$ cat config.mk
export PLATFORM = sky130hd
export DESIGN_NAME = sd_data_serial_card
export DESIGN_NICKNAME = d
export VERILOG_FILES = /design/src/rtl/sd_card_pkg.sv /design/src/rtl/sd_crc16_serial.sv /design/src/rtl/sd_data_serial_card.sv
export SDC_FILE = /design/constraint.sdc
export NUM_CORES = 1
export LEC_CHECK = 0
export ABC_AREA = 1
export CAP_MARGIN = 30
export CORE_MARGIN = 1
export CORE_UTILIZATION = 50
export DETAILED_ROUTE_END_ITERATION = 7
export PLACE_DENSITY = 0.74
export RECOVER_POWER = 100
export REMOVE_ABC_BUFFERS = 1
export SYNTH_ARGS = -nofsm -noshare
export SYNTH_HDL_FRONTEND = slang
export SYNTH_HIERARCHICAL = 1
export SYNTH_SLANG_ARGS = --single-unit
$ cat constraint.sdc
create_clock -name sd_clk -period 2.5 [get_ports sd_clk]
set_input_delay 0.5 -clock sd_clk [delete_from_list [all_inputs] [get_ports sd_clk]]
set_output_delay 0.5 -clock sd_clk [all_outputs]
set_load 0.005 [all_outputs]
$ cat src/rtl/sd_card_pkg.sv
// Shared types and constants for the card-side SD DAT engine.
// Holds the FSM state encoding, the CRC16 polynomial and the CRC status tokens.
package sd_card_pkg;

    typedef enum logic [3:0] {
        ST_IDLE,
        ST_RX_DAT,
        ST_RX_CRC,
        ST_RX_END,
        ST_TURN,
        ST_TX_STAT,
        ST_BUSY,
        ST_RELEASE,
        ST_TX_START,
        ST_TX_DAT,
        ST_TX_CRC,
        ST_TX_END
    } state_e;

    localparam logic [15:0] CRC16_POLY = 16'h1021;
    localparam logic [2:0]  STAT_OK    = 3'b010;
    localparam logic [2:0]  STAT_ERR   = 3'b101;

    function automatic logic [15:0] crc16_step(input logic [15:0] crc, input logic din);
        logic fb;
        fb = din ^ crc[15];
        return {crc[14:0], 1'b0} ^ (fb ? CRC16_POLY : 16'h0000);
    endfunction

endpackage

$ cat src/rtl/sd_crc16_serial.sv
// One-bit-per-cycle CRC16 (x^16+x^12+x^5+1, init 0, MSB first); result is visible the cycle after the last enable.
// No backpressure: clear wins over enable, and the register holds its value when idle.
module sd_crc16_serial
    import sd_card_pkg::*;
(
    input  logic        sd_clk,
    input  logic        rst,
    input  logic        clr_i,
    input  logic        en_i,
    input  logic        bit_i,
    output logic [15:0] crc_o
);

    logic [15:0] crc_q, crc_d;

    always_comb begin
        crc_d = crc_q;
        if (clr_i) begin
            crc_d = '0;
        end else if (en_i) begin
            crc_d = crc16_step(crc_q, bit_i);
        end
    end

    always_ff @(posedge sd_clk) begin
        if (rst) begin
            crc_q <= '0;
        end else begin
            crc_q <= crc_d;
        end
    end

    assign crc_o = crc_q;

endmodule

$ cat src/rtl/sd_data_serial_card.sv
// Card-side SD 4-bit DAT engine: receives write blocks (CRC status token + DAT0 busy) and transmits read blocks.
// Pad outputs are decoded from registered state; backend backpressure comes only through busy_i stretching DAT0 busy.
module sd_data_serial_card
    import sd_card_pkg::*;
#(
    parameter int SD_BUS_W = 4,
    parameter int BLK_NIB  = 1024,
    parameter int BUSY_MIN = 8
) (
    input  logic                sd_clk,
    input  logic                rst,
    input  logic [SD_BUS_W-1:0] DAT_dat_i,
    output logic [SD_BUS_W-1:0] DAT_dat_o,
    output logic                DAT_oe_o,
    input  logic                start_rd,
    output logic                rd_req_o,
    input  logic [31:0]         rd_data_i,
    output logic                rd_done_o,
    output logic [31:0]         wr_data_o,
    output logic                wr_valid_o,
    output logic                wr_done_o,
    output logic                wr_crc_ok_o,
    input  logic                busy_i
);

    localparam int                  BUSY_W    = $clog2(BUSY_MIN + 1);
    localparam logic [9:0]          LAST_NIB  = 10'(BLK_NIB - 1);
    localparam logic [BUSY_W-1:0]   BUSY_LAST = BUSY_W'(BUSY_MIN - 1);
    localparam logic [SD_BUS_W-1:0] DAT_IDLE  = {SD_BUS_W{1'b1}};
    localparam logic [SD_BUS_W-1:0] DAT_BUSY  = {{(SD_BUS_W-1){1'b1}}, 1'b0};

    state_e              state_q, state_d;
    logic [9:0]          nib_q, nib_d;
    logic [3:0]          crc_cnt_q, crc_cnt_d;
    logic [2:0]          stat_cnt_q, stat_cnt_d;
    logic [BUSY_W-1:0]   busy_cnt_q, busy_cnt_d;
    logic [31:0]         sr_q, sr_d;
    logic [31:0]         wr_data_q, wr_data_d;
    logic                wr_valid_q, wr_valid_d;
    logic                wr_done_q, wr_done_d;
    logic                wr_ok_q, wr_ok_d;

    logic [15:0]         crc_val [SD_BUS_W];
    logic [SD_BUS_W-1:0] crc_msb, crc_in;
    logic                crc_clr, crc_en, crc_zero;
    logic [4:0]          tok_seq;

    // RX and TX never overlap, so one CRC bank per line serves both directions.
    for (genvar g = 0; g < SD_BUS_W; g++) begin : g_crc
        sd_crc16_serial u_crc (
            .sd_clk (sd_clk),
            .rst    (rst),
            .clr_i  (crc_clr),
            .en_i   (crc_en),
            .bit_i  (crc_in[g]),
            .crc_o  (crc_val[g])
        );
        assign crc_msb[g] = crc_val[g][15];
    end

    // Received CRC bits are shifted through the generator; a matching CRC leaves a zero residue.
    always_comb begin
        crc_zero = 1'b1;
        for (int i = 0; i < SD_BUS_W; i++) begin
            if (crc_val[i] != 16'h0000) crc_zero = 1'b0;
        end
    end

    assign tok_seq = {1'b0, (wr_ok_q ? STAT_OK : STAT_ERR), 1'b1};

    always_comb begin
        state_d    = state_q;
        nib_d      = nib_q;
        crc_cnt_d  = crc_cnt_q;
        stat_cnt_d = stat_cnt_q;
        busy_cnt_d = busy_cnt_q;
        sr_d       = sr_q;
        wr_data_d  = wr_data_q;
        wr_valid_d = 1'b0;
        wr_done_d  = 1'b0;
        wr_ok_d    = wr_ok_q;
        DAT_dat_o  = DAT_IDLE;
        DAT_oe_o   = 1'b0;
        rd_req_o   = 1'b0;
        rd_done_o  = 1'b0;
        crc_clr    = 1'b0;
        crc_en     = 1'b0;
        crc_in     = DAT_dat_i;

        case (state_q)
            ST_IDLE: begin
                crc_clr    = 1'b1;
                nib_d      = '0;
                crc_cnt_d  = '0;
                stat_cnt_d = '0;
                busy_cnt_d = '0;
                if (DAT_dat_i == '0) begin
                    state_d = ST_RX_DAT;
                end else if (start_rd) begin
                    state_d = ST_TX_START;
                end
            end
            ST_RX_DAT: begin
                crc_en    = 1'b1;
                wr_data_d = {wr_data_q[31-SD_BUS_W:0], DAT_dat_i};
                nib_d     = nib_q + 10'd1;
                if (nib_q[2:0] == 3'd7) wr_valid_d = 1'b1;
                if (nib_q == LAST_NIB) begin
                    nib_d   = '0;
                    state_d = ST_RX_CRC;
                end
            end
            ST_RX_CRC: begin
                crc_en    = 1'b1;
                crc_cnt_d = crc_cnt_q + 4'd1;
                if (crc_cnt_q == 4'd15) state_d = ST_RX_END;
            end
            ST_RX_END: begin
                wr_ok_d    = crc_zero && (DAT_dat_i == DAT_IDLE);
                wr_done_d  = 1'b1;
                stat_cnt_d = '0;
                state_d    = ST_TURN;
            end
            ST_TURN: begin
                stat_cnt_d = stat_cnt_q + 3'd1;
                if (stat_cnt_q == 3'd1) begin
                    stat_cnt_d = '0;
                    state_d    = ST_TX_STAT;
                end
            end
            ST_TX_STAT: begin
                DAT_oe_o   = 1'b1;
                DAT_dat_o  = {{(SD_BUS_W-1){1'b1}}, tok_seq[3'd4 - stat_cnt_q]};
                stat_cnt_d = stat_cnt_q + 3'd1;
                if (stat_cnt_q == 3'd4) begin
                    stat_cnt_d = '0;
                    busy_cnt_d = '0;
                    state_d    = wr_ok_q ? ST_BUSY : ST_RELEASE;
                end
            end
            ST_BUSY: begin
                DAT_oe_o  = 1'b1;
                DAT_dat_o = DAT_BUSY;
                if (busy_cnt_q != BUSY_LAST) begin
                    busy_cnt_d = busy_cnt_q + 1'b1;
                end else if (!busy_i) begin
                    state_d = ST_RELEASE;
                end
            end
            ST_RELEASE: begin
                DAT_oe_o = 1'b1;
                state_d  = ST_IDLE;
            end
            ST_TX_START: begin
                DAT_oe_o  = 1'b1;
                DAT_dat_o = '0;
                rd_req_o  = 1'b1;
                sr_d      = rd_data_i;
                nib_d     = '0;
                state_d   = ST_TX_DAT;
            end
            ST_TX_DAT: begin
                DAT_oe_o  = 1'b1;
                DAT_dat_o = sr_q[31 -: SD_BUS_W];
                crc_en    = 1'b1;
                crc_in    = sr_q[31 -: SD_BUS_W];
                sr_d      = {sr_q[31-SD_BUS_W:0], {SD_BUS_W{1'b0}}};
                nib_d     = nib_q + 10'd1;
                if (nib_q == LAST_NIB) begin
                    nib_d     = '0;
                    crc_cnt_d = '0;
                    state_d   = ST_TX_CRC;
                end else if (nib_q[2:0] == 3'd7) begin
                    rd_req_o = 1'b1;
                    sr_d     = rd_data_i;
                end
            end
            ST_TX_CRC: begin
                // Feeding the MSB back into itself turns the generator into a plain shifter.
                DAT_oe_o  = 1'b1;
                DAT_dat_o = crc_msb;
                crc_en    = 1'b1;
                crc_in    = crc_msb;
                crc_cnt_d = crc_cnt_q + 4'd1;
                if (crc_cnt_q == 4'd15) state_d = ST_TX_END;
            end
            ST_TX_END: begin
                DAT_oe_o  = 1'b1;
                rd_done_o = 1'b1;
                state_d   = ST_IDLE;
            end
            default: state_d = ST_IDLE;
        endcase
    end

    always_ff @(posedge sd_clk) begin
        if (rst) begin
            state_q    <= ST_IDLE;
            nib_q      <= '0;
            crc_cnt_q  <= '0;
            stat_cnt_q <= '0;
            busy_cnt_q <= '0;
            sr_q       <= '0;
            wr_data_q  <= '0;
            wr_valid_q <= 1'b0;
            wr_done_q  <= 1'b0;
            wr_ok_q    <= 1'b0;
        end else begin
            state_q    <= state_d;
            nib_q      <= nib_d;
            crc_cnt_q  <= crc_cnt_d;
            stat_cnt_q <= stat_cnt_d;
            busy_cnt_q <= busy_cnt_d;
            sr_q       <= sr_d;
            wr_data_q  <= wr_data_d;
            wr_valid_q <= wr_valid_d;
            wr_done_q  <= wr_done_d;
            wr_ok_q    <= wr_ok_d;
        end
    end

    assign wr_data_o   = wr_data_q;
    assign wr_valid_o  = wr_valid_q;
    assign wr_done_o   = wr_done_q;
    assign wr_crc_ok_o = wr_ok_q;

endmodule

==> flow_summary.yaml <==
critical_path:
  rrSetupSlack_ps: 210
  required_ps: 2000
  worst_path_most_repeated_cell: "ha_1"
  crit_fanout: 4
  r2r_cells: 8
  cp-start-kind: "register"
  endpoint: "DAT_dat_o[0]"
  critPathArrivalTime_ps: 1890
  r2r-end: "g_crc[2].u_crc/crc_o[5]$_SDFFE_PP0P_"
  critPathCaptureType: "output pin"
  crit_type: "register to output pin"
  path_cells: "inv_1 > ha_1 > ha_1 > or3_1 > nand4_1 > clkbuf_1"
  critPathLaunch: "stat_cnt_q[0]$_SDFFE_PP0P_"
  max_stage_delay_ps: 370
  cp_slowest_cell: "or3_1"
  reg2reg_from: "state_q[1]$_SDFFE_PP0P_"
synth:
  ys.flop_type: "dfxtp_1"
  syn-instance-count: 1026
  syn_area_mm2: 0.007291
  ys_ff_latch: 156
  ys_top_cells_by_area: "dfxtp_1 43%, nand2_1 12%, nor2_1 9.1%, a21oi_2 4.8%, inv_1 4.7%"
  yosys_warnings: 6
  synth_seq_area_share_pct: 42.84
  synth_edf_count: 0
  async_flop_share_pct: 0
  synth_area_per_cell_um2: 7.106
  yosys.area.top_type_share_pct: 42.84
  synth.distinct_cells: 30
  yosysTopAreaCell: "dfxtp_1"
routing:
  drtIter0Drc: 377
  drt-wirelength-per-cell_um: 12.41
  drt_pass1_iterations: 5
  postRouteAntennaNets: 0
  routed_wl_um: 15950
  routed_via_density: 5.028
  drc: 0
  via_count: 6466
global_routing:
  grt_overflow: 0
  grtUsageMet2_pct: 37.57
  antenna_found_initial: 0
  grtUsageMet1_pct: 29.07
  grt_pass1_wl_um: 26900
  track_usage_pct: 22.48
  grt_use_met3_pct: 4.740
  first_global_vias: 5854
  busiest_layer: "met2"
  grt_max_degree: 69
timing:
  hold_viol_final: 0
  fin_ws_ps: 110.1
  slew_viol_final: 0
  period_minus_slack_ps: 2390
  hold_ws_ps: 474.6
  slew_headroom_pct: 39.11
  fin_setup_tns_ps: 0
  fmax_mhz: 418.4
  period_share_pct: 95.60
  skew_ps: 8.642
  setup_viol: 0
  worstMarginPinSlew_ps: 913.3
  rsz0062_at_grt: "no"
cells_and_area:
  fin_area_mm2: 0.008568
  fillers: 1319
  diodes: 0
  final_cell_mix: "239 x nand2_1, 179 x nor2_1, 151 x dfxtp_1"
  area_growth_pct: 17.52
  nets: 1144
  drive_gt1_share_pct: 9.494
  layout_commonest_cell: "nand2_1"
hold_path:
  hold_class: "register to register"
floorplanning:
  rows: 43
  coreArea_mm2: 0.01404
  start_util_pct: 51.92
  die_y_um: 122.8
  dieArea_mm2: 0.01507
  io_pins: 82
  die_w_um: 122.8
place:
  gp_congestion: 0.8595
  port_buffers: 81
  dp_hpwl_um: 10770
  place_area_mm2: 0.008150
  dp_slack_ps: 96.27
clocking:
  clock-sinks: 156
  cts_made_buffers: 17
  cts_tree: "yes"
  clockRootBuffer: "clkbuf_16"
  clk-insertion-delay-late_ps: 410
  htreeDepth: 4
  cts_hold_buf: 0
  clk_pin_slew_ps: 60
  clockBufferDepth: 2
power_and_ir_drop:
  p_sw_mw: 3.712
  clock_power_share_pct: 24.2
  leakage_nw: 3.700
  finalPower_mw: 9.406
  swShare_pct: 39.47
  internal_power_mw: 5.693
  irDropWorstVdd_mv: 0.5274
  seqPwrFrac_pct: 36.8
  comb_power_share_pct: 39.0
  p_per_area_mw_per_mm2: 1098
run:
  drv_cap: 0
status:
  status: "complete, no violations"
==> worst min path at each step <==
stage | startpoint | to | slack [ps] | depth (start not counted)
floorplan | g_crc[0].u_crc/crc_o[12]$_SDFFE_PP0P_ | g_crc[0].u_crc/crc_o[13]$_SDFFE_PP0P_ | 450 | 2
global placement | g_crc[3].u_crc/crc_o[12]$_SDFFE_PP0P_ | g_crc[3].u_crc/crc_o[13]$_SDFFE_PP0P_ | 460 | 2
detailed placement | g_crc[3].u_crc/crc_o[12]$_SDFFE_PP0P_ | g_crc[3].u_crc/crc_o[13]$_SDFFE_PP0P_ | 470 | 2
CTS | nib_q[3]$_SDFFE_PP0P_ | nib_q[3]$_SDFFE_PP0P_ | 480 | 2
global route | sr_q[18]$_SDFFE_PP0P_ | sr_q[22]$_SDFFE_PP0P_ | 500 | 2
finish | stat_cnt_q[1]$_SDFFE_PP0P_ | stat_cnt_q[1]$_SDFFE_PP0P_ | 470 | 2
==> stage by stage <==
stage	cells	utilization, %
finish	1286	61.02
global route	1286	61.02
CTS	1285	61.87
detailed placement	1255	58.04
global placement	1255	58.04
floorplan	984	-
==> area by class of cell <==
| type | instances | area, um2 | share of cell area (%) |
|---|---|---|---|
| Clock inverter | 6 | 38.79 | 0.4527 |
| Tap cell | 180 | 225.2 | 2.629 |
| Inverter | 112 | 450.4 | 5.257 |
| Sequential cell | 156 | 3129 | 36.52 |
| Multi-Input combinational cell | 716 | 3366 | 39.28 |
| Clock buffer | 24 | 481.7 | 5.622 |
| Timing Repair Buffer | 92 | 877.1 | 10.24 |
==> power by group through the flow <==
stage | Sequential [mW] | Combinational, mW | Clock, mW
4_1_cts | 3.47 | 3.83 | 2.33
3_5_place_dp | 3.51 | 3.81 | 0
2_1_floorplan | 3.41 | 2.31 | 0
6_report | 3.46 | 3.66 | 2.28
5_1_grt | 3.55 | 4.13 | 2.44
3_3_place_gp | 3.50 | 3.78 | 0
==> layer usage <==
metal	routed length, um	vias up
li1	-	3393
met1	7582	2953
met2	7715	116
met3	553	4
met4	101	0
met5	0	-
==> cell usage after synthesis, types with 9 or more instances <==
| master | n |
|---|---|
| o21ai_0 | 64 |
| nand2_1 | 240 |
| nor2_2 | 15 |
| o21ai_1 | 17 |
| inv_1 | 92 |
| o21a_1 | 24 |
| buf_6 | 17 |
| dfxtp_1 | 156 |
| nand3_1 | 35 |
| a21oi_2 | 40 |
| ha_1 | 9 |
| nor2_1 | 177 |
| inv_2 | 16 |
| nand2_2 | 9 |
| a21oi_1 | 55 |
| clkbuf_1 | 16 |
==> kinds of logic after synthesis <==
family / count (synthesis) / synth area share (%)
and+or+nand+nor: 496 / 27.56
DFF: 156 / 42.84
xor gates and xnor gates: 3 / 0.3605
AOI/OAI and AO/OA: 208 / 17.35
adders and majority gates: 9 / 1.545
buffers and inverters: 154 / 10.35
==> registers in the layout, summed over array words and instances, names as in the netlist <==
signal             count
wr_done_o              1
wr_valid_o             1
g_crc.u_crc/crc_o     64
wr_crc_ok_o            1
sr_q                  32
nib_q                 10
state_q                4
wr_data_o             32
busy_cnt_q             4
crc_cnt_q              4
stat_cnt_q             3
==> timing repair <==
action                                  in CTS  in global routing
setup buffers                                0                  1
pin swaps                                    1                  0
gates resized for setup                     13                  7
endpoints found under the setup margin       5                  3
==> worst max-delay path, delay by kind of cell, from the launching register on <==
kind / cells / cell delay, ps
simple gates: 2 / 470
fa+ha+maj: 2 / 460
flops: 1 / 360
buf+inv: 2 / 200
No activity file was read; power rests on OpenSTA's default activity.
